==> src/rtl/pipe_stall_ctrl.sv <==
// Stall/flush controller for the 5-stage pipeline: load-use, multi-cycle EX and data-memory wait.
// Optional feature macro: PIPE_MC_EX_EN builds the multi-cycle EX counter.
module pipe_stall_ctrl #(
    parameter int MEM_TIMEOUT = 255,
    parameter int MC_W        = 5
) (
    input  logic            clk,
    input  logic            rst_n,
    input  logic [4:0]      id_rs1,
    input  logic [4:0]      id_rs2,
    input  logic            id_use_rs1,
    input  logic            id_use_rs2,
    input  logic [4:0]      ex_rd,
    input  logic            ex_mem_read,
    input  logic            ex_br_taken,
    input  logic            ex_mc_start,
    input  logic [MC_W-1:0] ex_mc_cycles,
    input  logic            mem_req,
    input  logic            dmem_ready,
    output logic [5:0]      stall,
    output logic            br,
    output logic            mem_timeout,
    output logic [31:0]     stall_cnt
);

    localparam logic [0:0] M_IDLE   = 1'b0;
    localparam logic [0:0] M_WAIT   = 1'b1;
    localparam logic [7:0] TO_LIMIT = 8'(MEM_TIMEOUT);

    logic [0:0]  mstate_q, mstate_d;
    logic [7:0]  to_cnt_q, to_cnt_d;
    logic [31:0] stall_cnt_q, stall_cnt_d;
    logic        mem_wait_s;
    logic        mem_to_s;
    logic        ex_busy_s;
    logic        br_raw_s;
    logic        load_use_s;
    logic [5:0]  stall_s;

    // Memory wait FSM: next state, timeout counter and the MEM wait / timeout decisions.
    always_comb begin
        mstate_d   = mstate_q;
        to_cnt_d   = to_cnt_q;
        mem_wait_s = 1'b0;
        mem_to_s   = 1'b0;
        case (mstate_q)
            M_IDLE: begin
                if (mem_req && !dmem_ready) begin
                    mem_wait_s = 1'b1;
                    mstate_d   = M_WAIT;
                    to_cnt_d   = 8'd1;
                end else begin
                    mstate_d   = M_IDLE;
                    to_cnt_d   = 8'd0;
                end
            end
            M_WAIT: begin
                if (!mem_req || dmem_ready) begin
                    mstate_d = M_IDLE;
                    to_cnt_d = 8'd0;
                end else if (to_cnt_q == TO_LIMIT) begin
                    mem_to_s = 1'b1;
                    mstate_d = M_IDLE;
                    to_cnt_d = 8'd0;
                end else begin
                    mem_wait_s = 1'b1;
                    to_cnt_d   = to_cnt_q + 8'd1;
                end
            end
            default: begin
                mstate_d = M_IDLE;
                to_cnt_d = 8'd0;
            end
        endcase
    end

`ifdef PIPE_MC_EX_EN
    logic [MC_W-1:0] mc_cnt_q, mc_cnt_d;

    // Multi-cycle EX countdown; a new op only starts when EX is free and not held by MEM.
    always_comb begin
        mc_cnt_d = mc_cnt_q;
        if (mc_cnt_q != {MC_W{1'b0}}) begin
            mc_cnt_d = mc_cnt_q - MC_W'(1);
        end else if (ex_mc_start && (ex_mc_cycles != {MC_W{1'b0}}) && !mem_wait_s) begin
            mc_cnt_d = ex_mc_cycles;
        end else begin
            mc_cnt_d = mc_cnt_q;
        end
    end

    // Multi-cycle counter register.
    always_ff @(posedge clk or negedge rst_n) begin
        if (!rst_n) begin
            mc_cnt_q <= {MC_W{1'b0}};
        end else begin
            mc_cnt_q <= mc_cnt_d;
        end
    end

    assign ex_busy_s = (mc_cnt_q != {MC_W{1'b0}});
`else
    logic unused_mc_s;
    assign unused_mc_s = ^{ex_mc_start, ex_mc_cycles};
    assign ex_busy_s   = 1'b0;
`endif

    // The ID instruction is being flushed when br fires, so its load-use hazard is moot.
    assign br_raw_s   = ex_br_taken && !(mem_wait_s || ex_busy_s);
    assign load_use_s = ex_mem_read && (ex_rd != 5'd0) && !br_raw_s &&
                        ((id_use_rs1 && (id_rs1 == ex_rd)) || (id_use_rs2 && (id_rs2 == ex_rd)));

    // Prefix stall vector, deepest active source wins.
    always_comb begin
        stall_s = 6'b000000;
        if (mem_wait_s) begin
            stall_s = 6'b011111;
        end else if (ex_busy_s) begin
            stall_s = 6'b001111;
        end else if (load_use_s) begin
            stall_s = 6'b000111;
        end else begin
            stall_s = 6'b000000;
        end
    end

    // Stall-cycle performance counter, wraps naturally.
    always_comb begin
        if (stall_s[0]) begin
            stall_cnt_d = stall_cnt_q + 32'd1;
        end else begin
            stall_cnt_d = stall_cnt_q;
        end
    end

    // FSM, timeout counter and performance counter registers.
    always_ff @(posedge clk or negedge rst_n) begin
        if (!rst_n) begin
            mstate_q    <= M_IDLE;
            to_cnt_q    <= 8'd0;
            stall_cnt_q <= 32'd0;
        end else begin
            mstate_q    <= mstate_d;
            to_cnt_q    <= to_cnt_d;
            stall_cnt_q <= stall_cnt_d;
        end
    end

    assign stall       = rst_n ? stall_s : 6'b000000;
    assign br          = rst_n && br_raw_s;
    assign mem_timeout = rst_n && mem_to_s;
    assign stall_cnt   = stall_cnt_q;

endmodule

==> config.mk <==
export PLATFORM = sky130hd
export DESIGN_NAME = pipe_stall_ctrl
export DESIGN_NICKNAME = d
export VERILOG_FILES = /design/src/rtl/pipe_stall_ctrl.sv
export SDC_FILE = /design/constraint.sdc
export NUM_CORES = 1
export LEC_CHECK = 0
export CAP_MARGIN = 5
export CORE_MARGIN = 3
export CORE_UTILIZATION = 37
export CTS_CLUSTER_SIZE = 20
export DETAILED_ROUTE_END_ITERATION = 8
export PLACE_DENSITY = 0.72
export SKIP_CTS_REPAIR_TIMING = 1
export SLEW_MARGIN = 20
export SYNTH_ARGS = -nofsm -noshare
export SYNTH_HDL_FRONTEND = slang
export SYNTH_SLANG_ARGS = --single-unit
==> constraint.sdc <==
create_clock -name clk -period 3.2 [get_ports clk]
set_clock_uncertainty 0.05 [all_clocks]
set_input_delay 0.32 -clock clk [delete_from_list [all_inputs] [get_ports clk]]
set_output_delay 0.32 -clock clk [all_outputs]
set_load 0.05 [all_outputs]
# == After elaboration in Yosys (flattened, before gate mapping) ==
# Index checks and enable logic that the tools add are counted.
# totals
register_bits,41
in_bits,29
output_inout_bits,40
wordCells,39
# classes
addsub,2
eq_ne,3
n_mux,14
n_bitwise,1
n_reduce_logical,16
# op_table
operator,count
$add 32x1->32 const B,1
$mux 8,2
$pmux 8 s2,1
$eq 5x5->1,2
$logic_and 1x1->1,9
$add 8x1->8 const B,1
$eq 8x8->1 const B,1
$mux 1,7
$mux 6,1
$mux 5,1
$reduce_bool 5->1,1
$logic_not 1->1,4
$mux 3,1
$logic_or 1x1->1,2
$pmux 1 s2,1
$not 1->1,1

# == Logic depth before layout (Yosys ltp) ==
# Gate-level depths: netlist of the first run.
# depth
word_depth,12
depth_mapped,8
mapped_depth_nobuf,7

# == Worst setup path before layout of the first run ==
# No wires, ideal clock.
# synth_path
kind,register to output
from,register to_cnt_q[0]
to,output stall[1]
arrival_ps,2278
setup_slack_ps,552
stages_incl_launch_ff,9
n_path_buf,2
cell_sequence,dfrtp_1 > ha_1 > nand2_1 > nor3_1 > a21oi_2 > a21oi_4 > buf_6 > nor2_1 > buf_4
# synth_between
elab_chain_cells,12
# synth_rtl
item,line_no,rtl
"start, declared",31,"logic [7:0] to_cnt_q, to_cnt_d;"
"start signal, assigned",144,to_cnt_q <= to_cnt_d;
$eq 8x8->1 *,61,end else if (to_cnt_q == TO_LIMIT) begin
$mux 1 *,61,
$mux 1 *,58,if (!mem_req || dmem_ready) begin
$pmux 1 s2 *,46,case (mstate_q)
named net mem_wait_s,33,logic mem_wait_s;
$logic_not 1->1,109,assign br_raw_s = ex_br_taken && !(mem_wait_s || ex_busy_s);
$logic_and 1x1->1,109,
$logic_not 1->1,110,assign load_use_s = ex_mem_read && (ex_rd != 5'd0) && !br_raw_s &&
$logic_and 1x1->1 (2 in series),110,
$mux 3,120,end else if (load_use_s) begin
$mux 5 *,116,if (mem_wait_s) begin
$mux 6 *,149,assign stall = rst_n ? stall_s : 6'b000000;
"end, declared",20,"output logic [5:0] stall,"
# The timed path passes the listed nets; every way through them passes the cells marked *.

# == Worst setup path in the final report of the first run ==
# layout_path
from,register to_cnt_q[0]
to,output br
# layout_between
elab_chain_cells,7
# layout_rtl
item,line_no,rtl
$eq 8x8->1,61,
$mux 1,61,
$mux 1,58,
$pmux 1 s2,46,
named net mem_wait_s,33,
$logic_not 1->1,109,
$logic_and 1x1->1,109,
$logic_and 1x1->1,150,assign br = rst_n && br_raw_s;
"end, declared",21,"output logic br,"
# The timed path passes the listed nets, and every way through them passes these cells.

==> results.cfg, run 1 <==
[power]
p_leak_nw = 1.21
peakVddDrop_uv = 385
p_per_area_nw_per_um2 = 504

[setup_path]
worstSetupStartpointType = flip-flop
crit_arrival_ps = 2430
crit_fanout = 4
reg2reg_depth = 7
crit_type = reg -> out
critPathCaptureType = output pin
cp.required_ps = 2830

[timing]
post-route-min-period_ps = 2800
setup_viol = 0
rsz0062_at_grt = no
fmax_ghz = 0.357
tightest_slew_ps = 562
final_hold_viol_count = 0
slew_headroom_pct = 62.4
post-route-period-util_pct = 87.5
finalSetupTns_ps = 0
drv_slew = 0

[placed_design]
dp.cells = 332
dpl.hpwl_um = 3320
place_congestion = 0.791
port_buffers = 61

[drt]
wl_um = 4540
firstDrtPassIters = 7
drc = 0
drt_iter0_drc = 101
via_per_inst = 4.91
antenna_left = 0
via_count = 1666
avgRoutedWirePerCell_um = 13.4

[yosys]
syn-instance-count = 205
yosys.area.top_type_share_pct = 47.3
yosys.area.top_type = dfrtp_1
synth_cell_type_count = 39
synth-seq-cells = 41
netlist_area_um2 = 2170
ys_seq_area_share_pct = 47.3
synth_nets = 236
synth_area_leaders = dfrtp_1 47%, xor2_1 13%, xnor2_1 5.6%
postSynthAreaPerCell_um2 = 10.6
yosysWarnings = 0

[floorplan]
io_pins = 69
core-area_um2 = 5610
die_y_um = 82.6
rows = 27
die_x_um = 82.6
start_util_pct = 38.7
die_area_um2 = 6820

[clock_tree]
cts_tree = done
clk_pin_slew_ps = 70
clockBufferDepth = 2
htreeDepth = 2
root_buffer = clkbuf_8
cts-buffers-inserted = 5
clock_sinks = 41
insertion_delay_ps = 290

[global_routing]
grt_start_max_net_pins = 42
overflow = 0
grt_usage_pct = 15.1
antenna_found_initial = 0
grt_pass1_vias = 1735
grt_pass1_wl_um = 7780

[final_layout]
nNetsFinal = 298
finalNonFillerCells = 339
seqCellArea_um2 = 1030
drive_gt1_share_pct = 10.1
multi_input_comb_area_um2 = 1060
areaGrowthSynthToFinish_pct = 33.2
nFillCells = 526
antennaDiodeCount = 0

[outcome]
status = finished, final reports clean

[min_path]
holdCritPathClass = in -> async

[job]
maxCapViolations = 0
cell families (layout without fill, tap and decap cells):
group / Yosys count / in the layout / synth area share [%]
AOI/OAI and AO/OA: 6 / 6 / 2.19
xor gates and xnor gates: 46 / 46 / 18.6
adders and majority gates: 2 / 2 / 1.15
buffers and inverters: 12 / 74 / 3.86
DFF: 41 / 41 / 47.3
muxes: 1 / 1 / 0.519
other: 1 / 1 / 0.173
and+or+nand+nor: 96 / 96 / 26.3
cells in the mapped netlist (all sizes together):
cell    instances
a21oi           3
and2            3
and3            3
and4            2
buf             8
conb            1
dfrtp          41
ha              2
inv             4
mux2            1
nand2          21
nand2b          1
nand3          11
nand3b          1
nand4           5
nor2           14
nor3            9
nor3b           6
nor4           12
nor4b           3
o21ai           1
o22ai           2
or2             2
or2b            1
or3             1
or4             1
xnor2          14
xor2           32
cells in the final DEF, fill, tap and decap left out, types with 2 or more instances in the layout:
cell type and count:
xnor2_1 14, nor3_1 9, and4_1 2, clkbuf_8 6, o22ai_1 2, nand2_1 20, nor3b_1 5, nor2_1 14
and2_1 2, and3_1 3, clkdlybuf4s50_1 57, dfrtp_1 41, nor4b_2 2, nand3_1 10, ha_1 2, nor4_1 7
nand4_1 5, nor4_2 5, xor2_1 32, inv_1 4, buf_4 5
worst paths after layout:
| kind | startpoint | end | slack [ps] |
|---|---|---|---|
| min reg2reg | stall_cnt[31] | stall_cnt[31] | 420 |
| max | to_cnt_q[0] | br | 400 |
| min | rst_n | mstate_q | 70 |
| max reg2reg | to_cnt_q[0] | stall_cnt[1] | 950 |
| max in group asynchronous | rst_n | stall_cnt[24] | 2670 |
| min in group clk | stall_cnt[31] | stall_cnt[31] | 420 |
state kept, by name, indices dropped and copies added, names as in the netlist:
| register | flops |
|---|---|
| mstate_q | 1 |
| stall_cnt | 32 |
| to_cnt_q | 8 |
area by class of cell:
class / instances / area share (%)
Multi-Input combinational cell: 152 / 36.7
Inverter: 4 / 0.519
Sequential cell: 41 / 35.5
Clock buffer: 7 / 2.99
Timing Repair Buffer: 63 / 21.2
Tap cell: 72 / 3.12
worst max-delay path: stages, from the launching register on:
cell and delay (ps):
dfrtp_1 400, ha_1 230, nand2_1 100, nor3_1 320
a21oi_2 160, nor2_1 120, clkdlybuf4s50_1 810
routing by layer:
metal  global-route usage, %  vias up  share of wire [%]
met1                    18.5      808                 44
li1                        -      820                  -
met2                    24.8       31                 50
met3                    2.82        7                3.5
met4                    8.50        0                2.2
met5                       0        -                  0
metrics by stage:
| step | hold WS (ps) | cell area (um2) | setup slack (ps) | power, mW | utilization (%) |
|---|---|---|---|---|---|
| 5_1_grt | 116 | 2890 | 261 | 1.54 | 51.6 |
| 4_1_cts | 84.5 | 2890 | 351 | 1.48 | 51.6 |
| 2_1_floorplan | -25.6 | 2170 | 552 | 0.953 | - |
| 6_report | 74.1 | 2890 | 401 | 1.46 | 51.6 |
| 3_3_place_gp | 407 | 2810 | 593 | 1.13 | 50.0 |
| 3_5_place_dp | 407 | 2810 | 573 | 1.13 | 50.0 |
power breakdown:
part	internal (mW)	switching (mW)
clock network	0.171	0.165
logic	0.174	0.302
registers	0.573	0.0734
(Power assumes the default switching activity.)
==> inputs of run 2 (changes only) <==
--- a/config.mk
+++ b/config.mk
@@ -8,11 +8,12 @@
 export CAP_MARGIN = 5
 export CORE_MARGIN = 3
 export CORE_UTILIZATION = 37
-export CTS_CLUSTER_SIZE = 20
+export CTS_CLUSTER_SIZE = 8
 export DETAILED_ROUTE_END_ITERATION = 8
+export GPL_TIMING_DRIVEN = 1
 export PLACE_DENSITY = 0.72
 export SKIP_CTS_REPAIR_TIMING = 1
-export SLEW_MARGIN = 20
+export SLEW_MARGIN = 10
 export SYNTH_ARGS = -nofsm -noshare
 export SYNTH_HDL_FRONTEND = slang
 export SYNTH_SLANG_ARGS = --single-unit
==> results of run 2 <==
Same layout as run 1: the final DEF is identical, and so are final timing and power.
